===== config.mk =====
export PLATFORM = sky130hd
export DESIGN_NAME = pixel_window_fetch_flat
export DESIGN_NICKNAME = d
export VERILOG_FILES = /design/src/rtl/sobel_pkg.sv /design/src/rtl/pixel_window_fetch_if.sv /design/src/rtl/pixel_addr_gen.sv /design/src/rtl/pixel_window_fetch.sv /design/src/flat_wrapper.sv
export SDC_FILE = /design/constraint.sdc
export NUM_CORES = 1
export LEC_CHECK = 0
export BUFFER_PORTS_ARGS = -buffer_cell sky130_fd_sc_hd__buf_2
export CAP_MARGIN = 20
export CORE_AREA = 5 5 105 147
export CTS_BUF_LIST = sky130_fd_sc_hd__clkbuf_4 sky130_fd_sc_hd__clkbuf_8
export CTS_CLUSTER_DIAMETER = 100
export DETAILED_ROUTE_END_ITERATION = 7
export DIE_AREA = 0 0 110 152
export PLACE_DENSITY = 0.76
export SLEW_MARGIN = 30
export SYNTH_ARGS = -nofsm -noshare
export SYNTH_HDL_FRONTEND = slang
export SYNTH_SLANG_ARGS = --single-unit

===== constraint.sdc =====
create_clock -name clk -period 6.3 [get_ports clk]
set_input_delay 0 -clock clk [delete_from_list [all_inputs] [get_ports clk]]
set_output_delay 0 -clock clk [all_outputs]
set_load 0.01 [all_outputs]

===== src/rtl/sobel_pkg.sv =====
// Shared types and helpers for the Sobel pixel-window fetch block.
//  fetch_state_t : responder FSM states
//  done_kind_t   : which done pulse the DONE state drives
//  win_idx(r,c)  : flat index of window entry p[r][c]
package sobel_pkg;
  typedef enum logic [2:0] {
    ST_IDLE, ST_LOAD_RD, ST_SHIFT, ST_MOVE_RD, ST_RELOAD_RD, ST_DONE, ST_GAP
  } fetch_state_t;

  typedef enum logic [1:0] {DK_NONE, DK_READ, DK_MOVE, DK_SHIFT} done_kind_t;

  localparam int PIX_W_DEF    = 8;
  localparam int DONE_PULSE_W = 1;

  function automatic logic [3:0] win_idx(input logic [1:0] r, input logic [1:0] c);
    return 4'(r) * 4'd3 + 4'(c);
  endfunction
endpackage


===== src/rtl/pixel_window_fetch_if.sv =====
// Pixel memory read port.
//  mem_rd/mem_addr : request, held until mem_rvalid (driven by master)
//  mem_rdata/mem_rvalid : completion (driven by slave)
interface pixel_window_fetch_if #(
  parameter int ADDR_W = 16,
  parameter int PIX_W  = 8
) ();
  logic              mem_rd;
  logic [ADDR_W-1:0] mem_addr;
  logic [PIX_W-1:0]  mem_rdata;
  logic              mem_rvalid;

  modport master (output mem_rd, mem_addr, input mem_rdata, mem_rvalid);
  modport slave  (input mem_rd, mem_addr, output mem_rdata, mem_rvalid);
endinterface


===== src/rtl/pixel_addr_gen.sv =====
// Window position tracker and pixel address generator.
//  clk, rst  : clock, synchronous active-high reset
//  clr       : wx=wy=0 (window load)
//  inc_x     : wx++ (column move finished)
//  next_row  : wx=0, wy++ (row-end reload finished)
//  reload    : address base is (0, wy+1) instead of (wx, wy)
//  r, c      : offset inside the window (c=3 addresses the incoming column)
//  addr      : (ybase+r)*IMG_W + (xbase+c)
//  row_end   : window touches right image edge
//  last_win  : window top-left at (IMG_W-3, IMG_H-3)
module pixel_addr_gen #(
  parameter int IMG_W  = 16,
  parameter int IMG_H  = 16,
  parameter int ADDR_W = 16
) (
  input  logic              clk,
  input  logic              rst,
  input  logic              clr,
  input  logic              inc_x,
  input  logic              next_row,
  input  logic              reload,
  input  logic [1:0]        r,
  input  logic [1:0]        c,
  output logic [ADDR_W-1:0] addr,
  output logic              row_end,
  output logic              last_win
);
  localparam int XW = $clog2(IMG_W + 1);
  localparam int YW = $clog2(IMG_H + 1);

  logic [XW-1:0]     wx;
  logic [YW-1:0]     wy;
  logic [ADDR_W-1:0] xb, yb;

  always_ff @(posedge clk) begin
    if (rst || clr) begin
      wx <= '0;
      wy <= '0;
    end else if (next_row) begin
      wx <= '0;
      wy <= wy + YW'(1);
    end else if (inc_x) begin
      wx <= wx + XW'(1);
    end
  end

  always_comb begin
    xb       = reload ? '0 : ADDR_W'(wx);
    yb       = reload ? ADDR_W'(wy) + ADDR_W'(1) : ADDR_W'(wy);
    addr     = (yb + ADDR_W'(r)) * ADDR_W'(IMG_W) + xb + ADDR_W'(c);
    row_end  = (int'(wx) + 3 == IMG_W);
    last_win = (int'(wx) == IMG_W - 3) && (int'(wy) == IMG_H - 3);
  end
endmodule


===== src/rtl/pixel_window_fetch.sv =====
// Responder for the Sobel controller's start/done fetch protocol. Fills and
// slides a 3x3 pixel window from a single-outstanding-read memory port.
//  clk, rst                          : clock, synchronous active-high reset
//  start_read/start_move/start_shift : level requests (read alone = load,
//                                      read+move = column fetch, shift = row shift)
//  mem (master)                      : pixel memory read port
//  read_done/move_done/shift_done    : 1-cycle completion pulses
//  all_done                          : window valid and at the last image position
//  win_valid                         : all 9 window entries consistent
//  win_flat                          : p[r][c] at [(r*3+c)*PIX_W +: PIX_W]
//  mem_err (MEM_TIMEOUT_EN only)     : sticky read-timeout flag
// Build option MEM_TIMEOUT_EN: abort a read after TIMEOUT_CYC cycles without rvalid.
module pixel_window_fetch
  import sobel_pkg::*;
#(
  parameter int IMG_W  = 16,
  parameter int IMG_H  = 16,
  parameter int PIX_W  = PIX_W_DEF,
  parameter int ADDR_W = 16
`ifdef MEM_TIMEOUT_EN
  , parameter int TIMEOUT_CYC = 64
`endif
) (
  input  logic                 clk,
  input  logic                 rst,
  input  logic                 start_read,
  input  logic                 start_move,
  input  logic                 start_shift,
  pixel_window_fetch_if.master mem,
  output logic                 read_done,
  output logic                 move_done,
  output logic                 shift_done,
  output logic                 all_done,
  output logic                 win_valid,
  output logic [9*PIX_W-1:0]   win_flat
`ifdef MEM_TIMEOUT_EN
  , output logic               mem_err
`endif
);
  fetch_state_t             state, state_nx;
  done_kind_t               kind;
  logic [1:0]               rd_r, rd_c, move_ptr, shift_ptr;
  logic                     skip_mv;
  logic [8:0][PIX_W-1:0]    win;
  logic                     row_end, last_win;
  logic [ADDR_W-1:0]        ag_addr;
  logic [1:0]               ag_r, ag_c;
  logic                     req_load, req_move, req_shift;
  logic                     acc_load, acc_move, acc_shift, mv_noop;
  logic                     rd_state, rd_fire, seq_last, rd_last, timeout;

  // shift together with read is a conflict and matches none of the requests
  assign req_load  = start_read && !start_move && !start_shift;
  assign req_move  = start_read &&  start_move && !start_shift;
  assign req_shift = start_shift && !start_read;

  // After a row-end reload the remaining k=1,2 column requests of that
  // column cycle have nothing left to fetch.
  assign mv_noop   = skip_mv || (row_end && move_ptr != 2'd0);

  assign acc_load  = (state == ST_IDLE) && req_load;
  assign acc_move  = (state == ST_IDLE) && req_move  && !all_done;
  assign acc_shift = (state == ST_IDLE) && req_shift && !all_done;

  assign rd_state  = (state == ST_LOAD_RD) || (state == ST_RELOAD_RD) || (state == ST_MOVE_RD);
  assign rd_fire   = rd_state && mem.mem_rd && mem.mem_rvalid;
  assign seq_last  = (rd_r == 2'd2) && (rd_c == 2'd2);
  assign rd_last   = rd_fire && ((state == ST_MOVE_RD) || seq_last);

  assign ag_r = (state == ST_MOVE_RD) ? move_ptr : rd_r;
  assign ag_c = (state == ST_MOVE_RD) ? 2'd3     : rd_c;

  pixel_addr_gen #(.IMG_W(IMG_W), .IMG_H(IMG_H), .ADDR_W(ADDR_W)) u_addr_gen (
    .clk      (clk),
    .rst      (rst),
    .clr      (acc_load),
    .inc_x    (rd_fire && (state == ST_MOVE_RD) && (move_ptr == 2'd2)),
    .next_row (rd_fire && (state == ST_RELOAD_RD) && seq_last),
    .reload   (state == ST_RELOAD_RD),
    .r        (ag_r),
    .c        (ag_c),
    .addr     (ag_addr),
    .row_end  (row_end),
    .last_win (last_win)
  );

  assign all_done   = win_valid && last_win;
  assign read_done  = (state == ST_DONE) && (kind == DK_READ);
  assign move_done  = (state == ST_DONE) && (kind == DK_MOVE);
  assign shift_done = (state == ST_DONE) && (kind == DK_SHIFT);
  assign win_flat   = win;

  always_ff @(posedge clk) begin
    if (rst) state <= ST_IDLE;
    else     state <= state_nx;
  end

  always_comb begin
    state_nx = state;
    case (state)
      ST_IDLE: begin
        if (acc_move)       state_nx = mv_noop ? ST_DONE : (row_end ? ST_RELOAD_RD : ST_MOVE_RD);
        else if (acc_load)  state_nx = ST_LOAD_RD;
        else if (acc_shift) state_nx = ST_SHIFT;
      end
      ST_LOAD_RD, ST_RELOAD_RD, ST_MOVE_RD: begin
        if (timeout)      state_nx = ST_IDLE;
        else if (rd_last) state_nx = ST_DONE;
      end
      ST_SHIFT: state_nx = ST_DONE;
      ST_DONE:  state_nx = ST_GAP;
      ST_GAP:   state_nx = ST_IDLE;
      default:  state_nx = ST_IDLE;
    endcase
  end

  always_ff @(posedge clk) begin
    if (rst) begin
      mem.mem_rd   <= 1'b0;
      mem.mem_addr <= '0;
      win          <= '0;
      win_valid    <= 1'b0;
      kind         <= DK_NONE;
      rd_r         <= 2'd0;
      rd_c         <= 2'd0;
      move_ptr     <= 2'd0;
      shift_ptr    <= 2'd0;
      skip_mv      <= 1'b0;
    end else begin
      if (acc_load) begin
        kind      <= DK_READ;
        win_valid <= 1'b0;
        rd_r      <= 2'd0;
        rd_c      <= 2'd0;
      end
      if (acc_move) begin
        kind <= DK_MOVE;
        if (mv_noop) begin
          move_ptr <= (move_ptr == 2'd2) ? 2'd0 : move_ptr + 2'd1;
          if (move_ptr == 2'd2) skip_mv <= 1'b0;
        end else begin
          win_valid <= 1'b0;
          rd_r      <= 2'd0;
          rd_c      <= 2'd0;
        end
      end
      if (acc_shift) begin
        kind      <= DK_SHIFT;
        win_valid <= 1'b0;
      end

      // One outstanding read: issue when idle in a read state, retire on rvalid.
      if (rd_state) begin
        if (timeout) begin
          mem.mem_rd <= 1'b0;
        end else if (!mem.mem_rd) begin
          mem.mem_rd   <= 1'b1;
          mem.mem_addr <= ag_addr;
        end else if (mem.mem_rvalid) begin
          mem.mem_rd <= 1'b0;
          if (state == ST_MOVE_RD) begin
            win[win_idx(move_ptr, 2'd2)] <= mem.mem_rdata;
            move_ptr  <= (move_ptr == 2'd2) ? 2'd0 : move_ptr + 2'd1;
            win_valid <= 1'b1;
          end else begin
            win[win_idx(rd_r, rd_c)] <= mem.mem_rdata;
            if (rd_c == 2'd2) begin
              rd_c <= 2'd0;
              rd_r <= rd_r + 2'd1;
            end else begin
              rd_c <= rd_c + 2'd1;
            end
            if (seq_last) begin
              win_valid <= 1'b1;
              if (state == ST_RELOAD_RD) begin
                move_ptr <= 2'd1;
                skip_mv  <= 1'b1;
              end
            end
          end
        end
      end

      if (state == ST_SHIFT) begin
        win[win_idx(shift_ptr, 2'd0)] <= win[win_idx(shift_ptr, 2'd1)];
        win[win_idx(shift_ptr, 2'd1)] <= win[win_idx(shift_ptr, 2'd2)];
        shift_ptr <= (shift_ptr == 2'd2) ? 2'd0 : shift_ptr + 2'd1;
        win_valid <= 1'b1;
      end
    end
  end

`ifdef MEM_TIMEOUT_EN
  localparam int TW = $clog2(TIMEOUT_CYC + 1);
  logic [TW-1:0] to_cnt;

  assign timeout = mem.mem_rd && !mem.mem_rvalid && (to_cnt == TW'(TIMEOUT_CYC - 1));

  always_ff @(posedge clk) begin
    if (rst) begin
      to_cnt  <= '0;
      mem_err <= 1'b0;
    end else begin
      if (acc_load)     mem_err <= 1'b0;
      else if (timeout) mem_err <= 1'b1;
      if (!mem.mem_rd || mem.mem_rvalid || timeout) to_cnt <= '0;
      else                                          to_cnt <= to_cnt + TW'(1);
    end
  end
`else
  assign timeout = 1'b0;
`endif
endmodule


===== src/flat_wrapper.sv =====
// flat-port wrapper written by rule: the top's interface ports become plain ports
module pixel_window_fetch_flat import sobel_pkg::*;
#(
  parameter int IMG_W  = 16,
  parameter int IMG_H  = 16,
  parameter int PIX_W  = PIX_W_DEF,
  parameter int ADDR_W = 16

)
  (clk, rst, start_read, start_move, start_shift, read_done, move_done, shift_done, all_done, win_valid, win_flat, mem_mem_rd, mem_mem_addr, mem_mem_rdata, mem_mem_rvalid);
  pixel_window_fetch_if #(.ADDR_W(ADDR_W), .PIX_W(PIX_W)) mem_i ();
  input  logic clk;
  input  logic rst;
  input  logic start_read;
  input  logic start_move;
  input  logic start_shift;
  output logic read_done;
  output logic move_done;
  output logic shift_done;
  output logic all_done;
  output logic win_valid;
  output logic [9*PIX_W-1:0] win_flat;
  output wire logic [$bits(mem_i.mem_rd)-1:0] mem_mem_rd;
  output wire logic [$bits(mem_i.mem_addr)-1:0] mem_mem_addr;
  input wire logic [$bits(mem_i.mem_rdata)-1:0] mem_mem_rdata;
  input wire logic [$bits(mem_i.mem_rvalid)-1:0] mem_mem_rvalid;
  assign mem_mem_rd = mem_i.mem_rd;
  assign mem_mem_addr = mem_i.mem_addr;
  assign mem_i.mem_rdata = mem_mem_rdata;
  assign mem_i.mem_rvalid = mem_mem_rvalid;
  pixel_window_fetch #(.IMG_W(IMG_W), .IMG_H(IMG_H), .PIX_W(PIX_W), .ADDR_W(ADDR_W)) u_core (.clk(clk), .rst(rst), .start_read(start_read), .start_move(start_move), .start_shift(start_shift), .mem(mem_i), .read_done(read_done), .move_done(move_done), .shift_done(shift_done), .all_done(all_done), .win_valid(win_valid), .win_flat(win_flat));
endmodule

* Word level (Yosys, flattened, before mapping)
Index checks and enable logic that the tools add are counted.
Storage, ports and cells: logic and storage cells 193, output and inout bits 94, register bits 114, bits of input ports 14
Operators by class: multiplexer cells 83, equal/unequal tests 17, add/subtract/negate cells 15, order comparisons 9, $mul 3, reductions and logical operators 44, bitwise logic cells 1
Operators by type and width (number):
- 2-to-1 mux 72 bit | 6
- bitwise mux 72 bit | 4
- demux 8 bit (select 4 bit) | 4
- binary-select mux 8 bit (select 4 bit) | 2
- 2-to-1 mux 2 bit | 31
- 2-to-1 mux 8 bit | 6
- logical AND 1 bit | 28
- less-than comparator 4 x 5 -> 1 bit (second input constant) | 5
- 2-to-1 mux 1 bit | 21
- 2-to-1 mux 3 bit | 6
- >= comparator 4 x 1 -> 1 bit (second input constant) | 4
- adder 12 x 2 -> 13 bit | 1
- adder 11 x 5 -> 12 bit | 1
- equality test 2 bit (second input constant) | 6
- multiplier 2 x 2 -> 4 bit (second input constant) | 3
- one-hot mux 3 bit (4 select lines) | 1
- adder 5 x 1 -> 5 bit (second input constant) | 2
- equality test 5 bit (second input constant) | 2
- adder 2 x 1 -> 2 bit (second input constant) | 4
- adder 4 x 2 -> 4 bit (second input constant) | 2
- adder 6 x 2 -> 7 bit | 1
- adder 5 x 1 -> 6 bit (second input constant) | 1
- adder 5 x 2 -> 6 bit (second input constant) | 1
- equality test 3 x 2 -> 1 bit (second input constant) | 2
- other kinds (19) | 28

* Logic depth before layout (Yosys ltp)
depth in word-level cells 15, depth in mapped cells 13, gate-level depth less buffers 11

* Hierarchy
From an unflattened synthesis, not the netlist that was laid out.
Second synthesis, totals: cell total of the unflattened synthesis 910, area, all modules 8044.0 um^2
By module, submodules not included:
- pixel_window_fetch | cells each 783, area an instance 6957.9 um^2, sequential area each 2082.0 um^2, times used 1
- pixel_addr_gen | cells each 127, area an instance 1086.0 um^2, sequential area each 200.2 um^2, times used 1

* Worst setup path after synthesis
Ideal clock, no wire load.
path kind flip-flop to flip-flop, start reg u_core.shift_ptr[0], end reg u_core.win (netlist bit u_core.win_flat[28]), data required time 6172 ps, setup time 128 ps, arrival 2979 ps, setup slack 3194 ps, buffers on the path 4, period minus slack after synthesis 3106 ps, cell stages (with the launch flop) 13, cells stage by stage dfxtp_1 -> buf_2 -> buf_2 -> inv_1 -> ha_1 -> clkbuf_1 -> nor2_1 -> clkbuf_1 -> mux4_2 -> mux2i_1 -> o21ai_1 -> a222oi_1 -> nor2_1
Between the ends: word-level cells in the longest chain between the ends 8, elaborated cells between the ends (all ways) 20, those cells by class add/sub: 2; mul: 1; order compare: 4; mux: 11; reduce/logical: 2
RTL lines:
- start: declaration | line pixel_window_fetch.sv:42 | logic [1:0] rd_r, rd_c, move_ptr, shift_ptr;
- start signal: assignment | line pixel_window_fetch.sv:187 | shift_ptr <= (shift_ptr == 2'd2) ? 2'd0 : shift_ptr + 2'd1;
- multiplier 2 x 2 -> 4 bit * | line sobel_pkg.sv:16 | return 4'(r) * 4'd3 + 4'(c);
- adder 4 x 1 -> 4 bit, or another cell as far along | line sobel_pkg.sv:16
- less-than comparator 4 x 5 -> 1 bit (implied by the code), or another cell as far along | line pixel_window_fetch.sv:186 | win[win_idx(shift_ptr, 2'd1)] <= win[win_idx(shift_ptr, 2'd2)];
- logical AND 1 bit (implied by the code) / 2-to-1 mux 8 bit (equally long branches) | line pixel_window_fetch.sv:186, pixel_window_fetch.sv:185
- 2-to-1 mux 8 bit (implied by the code) / demux 8 bit (select 4 bit) (equally long branches)
- demux 8 bit (select 4 bit) / bitwise mux 72 bit (equally long branches)
- bitwise mux 72 bit * | line pixel_window_fetch.sv:186
- 2-to-1 mux 72 bit * | line pixel_window_fetch.sv:184 | if (state == ST_SHIFT) begin
- end signal: indexed assignment | line pixel_window_fetch.sv:166 | win[win_idx(rd_r, rd_c)] <= mem.mem_rdata;
- end signal: indexed assignment | line pixel_window_fetch.sv:185 | win[win_idx(shift_ptr, 2'd0)] <= win[win_idx(shift_ptr, 2'd1)];
- end signal: indexed assignment | line pixel_window_fetch.sv:186
- end: declaration | line pixel_window_fetch.sv:44 | logic [8:0][PIX_W-1:0] win;
Every way passes the cells marked *; elsewhere a longest branch is shown, timed or not. The select of a mux whose other input is x is not followed. A chain may end at the register's enable or synchronous reset.

* Worst setup path in the final report
start reg u_core.shift_ptr[0], end reg u_core.win (netlist bit u_core.win_flat[56])
The elaborated chain is that of the path after synthesis.

==> impl_metrics.toml <==
[status]
status = "finished clean"

[drt]
via_per_inst = 6.68
firstDrtPassIters = 5
antenna_left = 0
drcViolationCount = 0
drtIter0Drc = 594
wirelength_microns = 24600
avgRoutedWirePerCell_microns = 22.9
vias = 7152

[grt]
met1_usage_pct = 35.8
grt_pass1_wl_microns = 37600
grt_antenna_before_repair = 0
met2_usage_pct = 46.0
grt_pass1_vias = 6680
use_met3_pct = 4.29
grt-busiest-layer = "met2"
grtUsageTotal_pct = 28.9
grt_max_degree = 75
gr-total-overflow = 0

[die]
die-area_sq_um = 16700
die_h_microns = 152
num_rows = 52
ios = 108
dieWidth_microns = 110
core_sq_um = 14100
start_util_pct = 53.1

[placement]
dp_cells = 1052
pre_cts_slack_ns = 2.42
dpl.hpwl_microns = 16900
io_buffers = 103
place_congestion = 0.901

[sta]
tightest_slew_ns = 1.10
setup_viol = 0
period_share_pct = 62.9
clock.fmax_mhz = 252
max_slew_margin_pct = 26.4
fin_ws_ns = 2.34
fin_crit_ns = 3.96
hold_ws_ns = 0.0222
slew_violations = 0
tns_ns = 0
rsz0062_at_grt = "false"
fin_skew_ns = 0.0207
finalHoldViolations = 0

[pwr]
leakagePower_nw = 3.18
power-per-cell-area_nw_per_um2 = 272
vdd_ir_drop_max_uv = 133
p_total_mw = 2.25

[worst_setup_path]
critPathTopFamily = "simple AND/OR/NAND/NOR gates"
critPathBufInv = 3
end_kind = "register"
crit_chain = "buf_4, inv_1, ha_1, nor2_1, buf_4, and4b_1, nand2_1, o21ai_1, mux2i_1, o22ai_1"
cp_max_fo = 40
critical_path_arrival_ns = 4.28
critical_path_class = "register to register"
start_kind = "register"
cp.required_ns = 6.62
critical-path-max-stage-delay_ns = 0.67
cpMostUsedCell = "buf_4"
cp_slowest_cell = "nor2_1"

[yosys]
syn_avg_cell_area_sq_um = 9.20
synth_top_cell_by_area = "dfxtp_1"
yosysTopAreaCellShare_pct = 29.4
netlist_top_cells_count = "dfxtp_1 (110), mux2i_1 (90), nand2_1 (69)"
ys_warn_count = 0
ys_ff_latch = 110
synth_edf_count = 0
synth_flop_cell = "dfxtp_1"
synthArstFlopShare_pct = 0
synth_area_leaders = "dfxtp_1 (29%), mux2i_1 (12%), mux4_2 (9.6%)"
syn_area_sq_um = 7500
syn_inst = 815
yosysUniqueCellTypes = 73
ys_seq_area_share_pct = 29.4
synth.most_common_cell = "dfxtp_1"

[flow_run]
cap_viol_max_count = 0

[layout]
layout.nets = 918
syn2layout_area_growth_pct = 10.5
fill_cells = 1298
diodes = 0
fin_cells = 1071
drive_gt1_share_pct = 20.1

[clock_network]
postCtsResizedCells = 0
htreeDepth = 3
cts.clk_slew.worst_paths_ns = 0.12
holdBufCountCts = 3
insertion_delay_ns = 0.40
cts_inserted_buffers = 9
clock_sinks = 110
root_buffer = "clkbuf_8"
cts_setup_buffers = 0
clk_path_buf_depth = 2
cts_tree = "built"

[min_path]
min-delay-path-class = "input pin to register"
kinds of logic after synthesis:
group,after synthesis,synth area share (%)
compound gates,209,20.0
xor+xnor,20,2.34
fa+ha+maj,27,4.91
buf+inv,87,4.77
flops,110,29.4
mux,131,23.0
other cells,1,0.0500
simple gates,230,15.6
cells in the final DEF, fill, tap and decap left out, drive strengths merged, types with 23 or more instances in the layout:
cell type,n
mux4,32
o21ai,37
inv,26
nor2,69
buf,107
ha,23
dfxtp,110
nand2,69
a211oi,27
mux2i,90
a21oi,50
o221a,24
state kept, by name, summed over array words and instances (netlist names):
register,count
u_core.shift_ptr,2
u_core.mem.mem_rd,1
u_core.win_valid,1
u_core.skip_mv,1
u_core.win_flat,72
u_core.mem.mem_addr,12
u_core.move_ptr,2
u_core.u_addr_gen.wx,5
u_core.rd_r,2
u_core.rd_c,2
u_core.state,3
u_core.u_addr_gen.wy,5
u_core.kind,2
metrics by stage:
| stage | cell area (sq um) | util (%) |
|---|---|---|
| 3_5_place_dp | 8050 | 57.0 |
| 2_1_floorplan | 7510 | - |
| 3_3_place_gp | 8030 | 56.9 |
| 5_1_grt | 8290 | 58.7 |
| 4_1_cts | 8290 | 58.7 |
| 6_report | 8290 | 58.7 |
final timing paths:
| check | from | to | slack (ns) | depth (start not counted) |
|---|---|---|---|---|
| hold reg to reg | u_core.mem.mem_addr[10]$_SDFFE_PP0P_ | u_core.mem.mem_addr[10]$_SDFFE_PP0P_ | 0.45 | 2 |
| hold / removal | mem_mem_rdata[4] | u_core.win_flat[60]$_SDFF_PP0_ | 0.02 | 3 |
| setup reg to reg | u_core.shift_ptr[0]$_SDFFE_PP0P_ | u_core.win_flat[56]$_SDFF_PP0_ | 2.34 | 10 |
| setup / recovery | u_core.shift_ptr[0]$_SDFFE_PP0P_ | u_core.win_flat[56]$_SDFF_PP0_ | 2.34 | 10 |
area by class of cell:
class / count / area [sq um] / area share (%)
clock buffer: 11 / 145 / 1.75
clock inverter: 5 / 65.1 / 0.785
inverter: 25 / 93.8 / 1.13
multi-input combinational: 621 / 4970 / 59.9
sequential: 110 / 2200 / 26.6
tap: 189 / 236 / 2.85
timing repair buffer: 110 / 576 / 6.95
routing by layer:
metal | part of all wire [%] | wire (microns)
met1 | 36 | 8860
met2 | 47 | 11600
met3 | 9.8 | 2410
met4 | 6.8 | 1660
met5 | 0 | 0
report_power, final:
group | leakage (nW) | switching [mW] | internal [mW]
sequential | 0.891 | 0.105 | 0.782
combinational | 2.18 | 0.558 | 0.339
clock | 0.108 | 0.265 | 0.204
tightest hold or removal path, cell delays in order:
cell and delay, ns:
buf_2 0.16, mux2i_1 0.14, o22ai_1 0.08
Note: power is estimated with default switching activity, not from simulation.
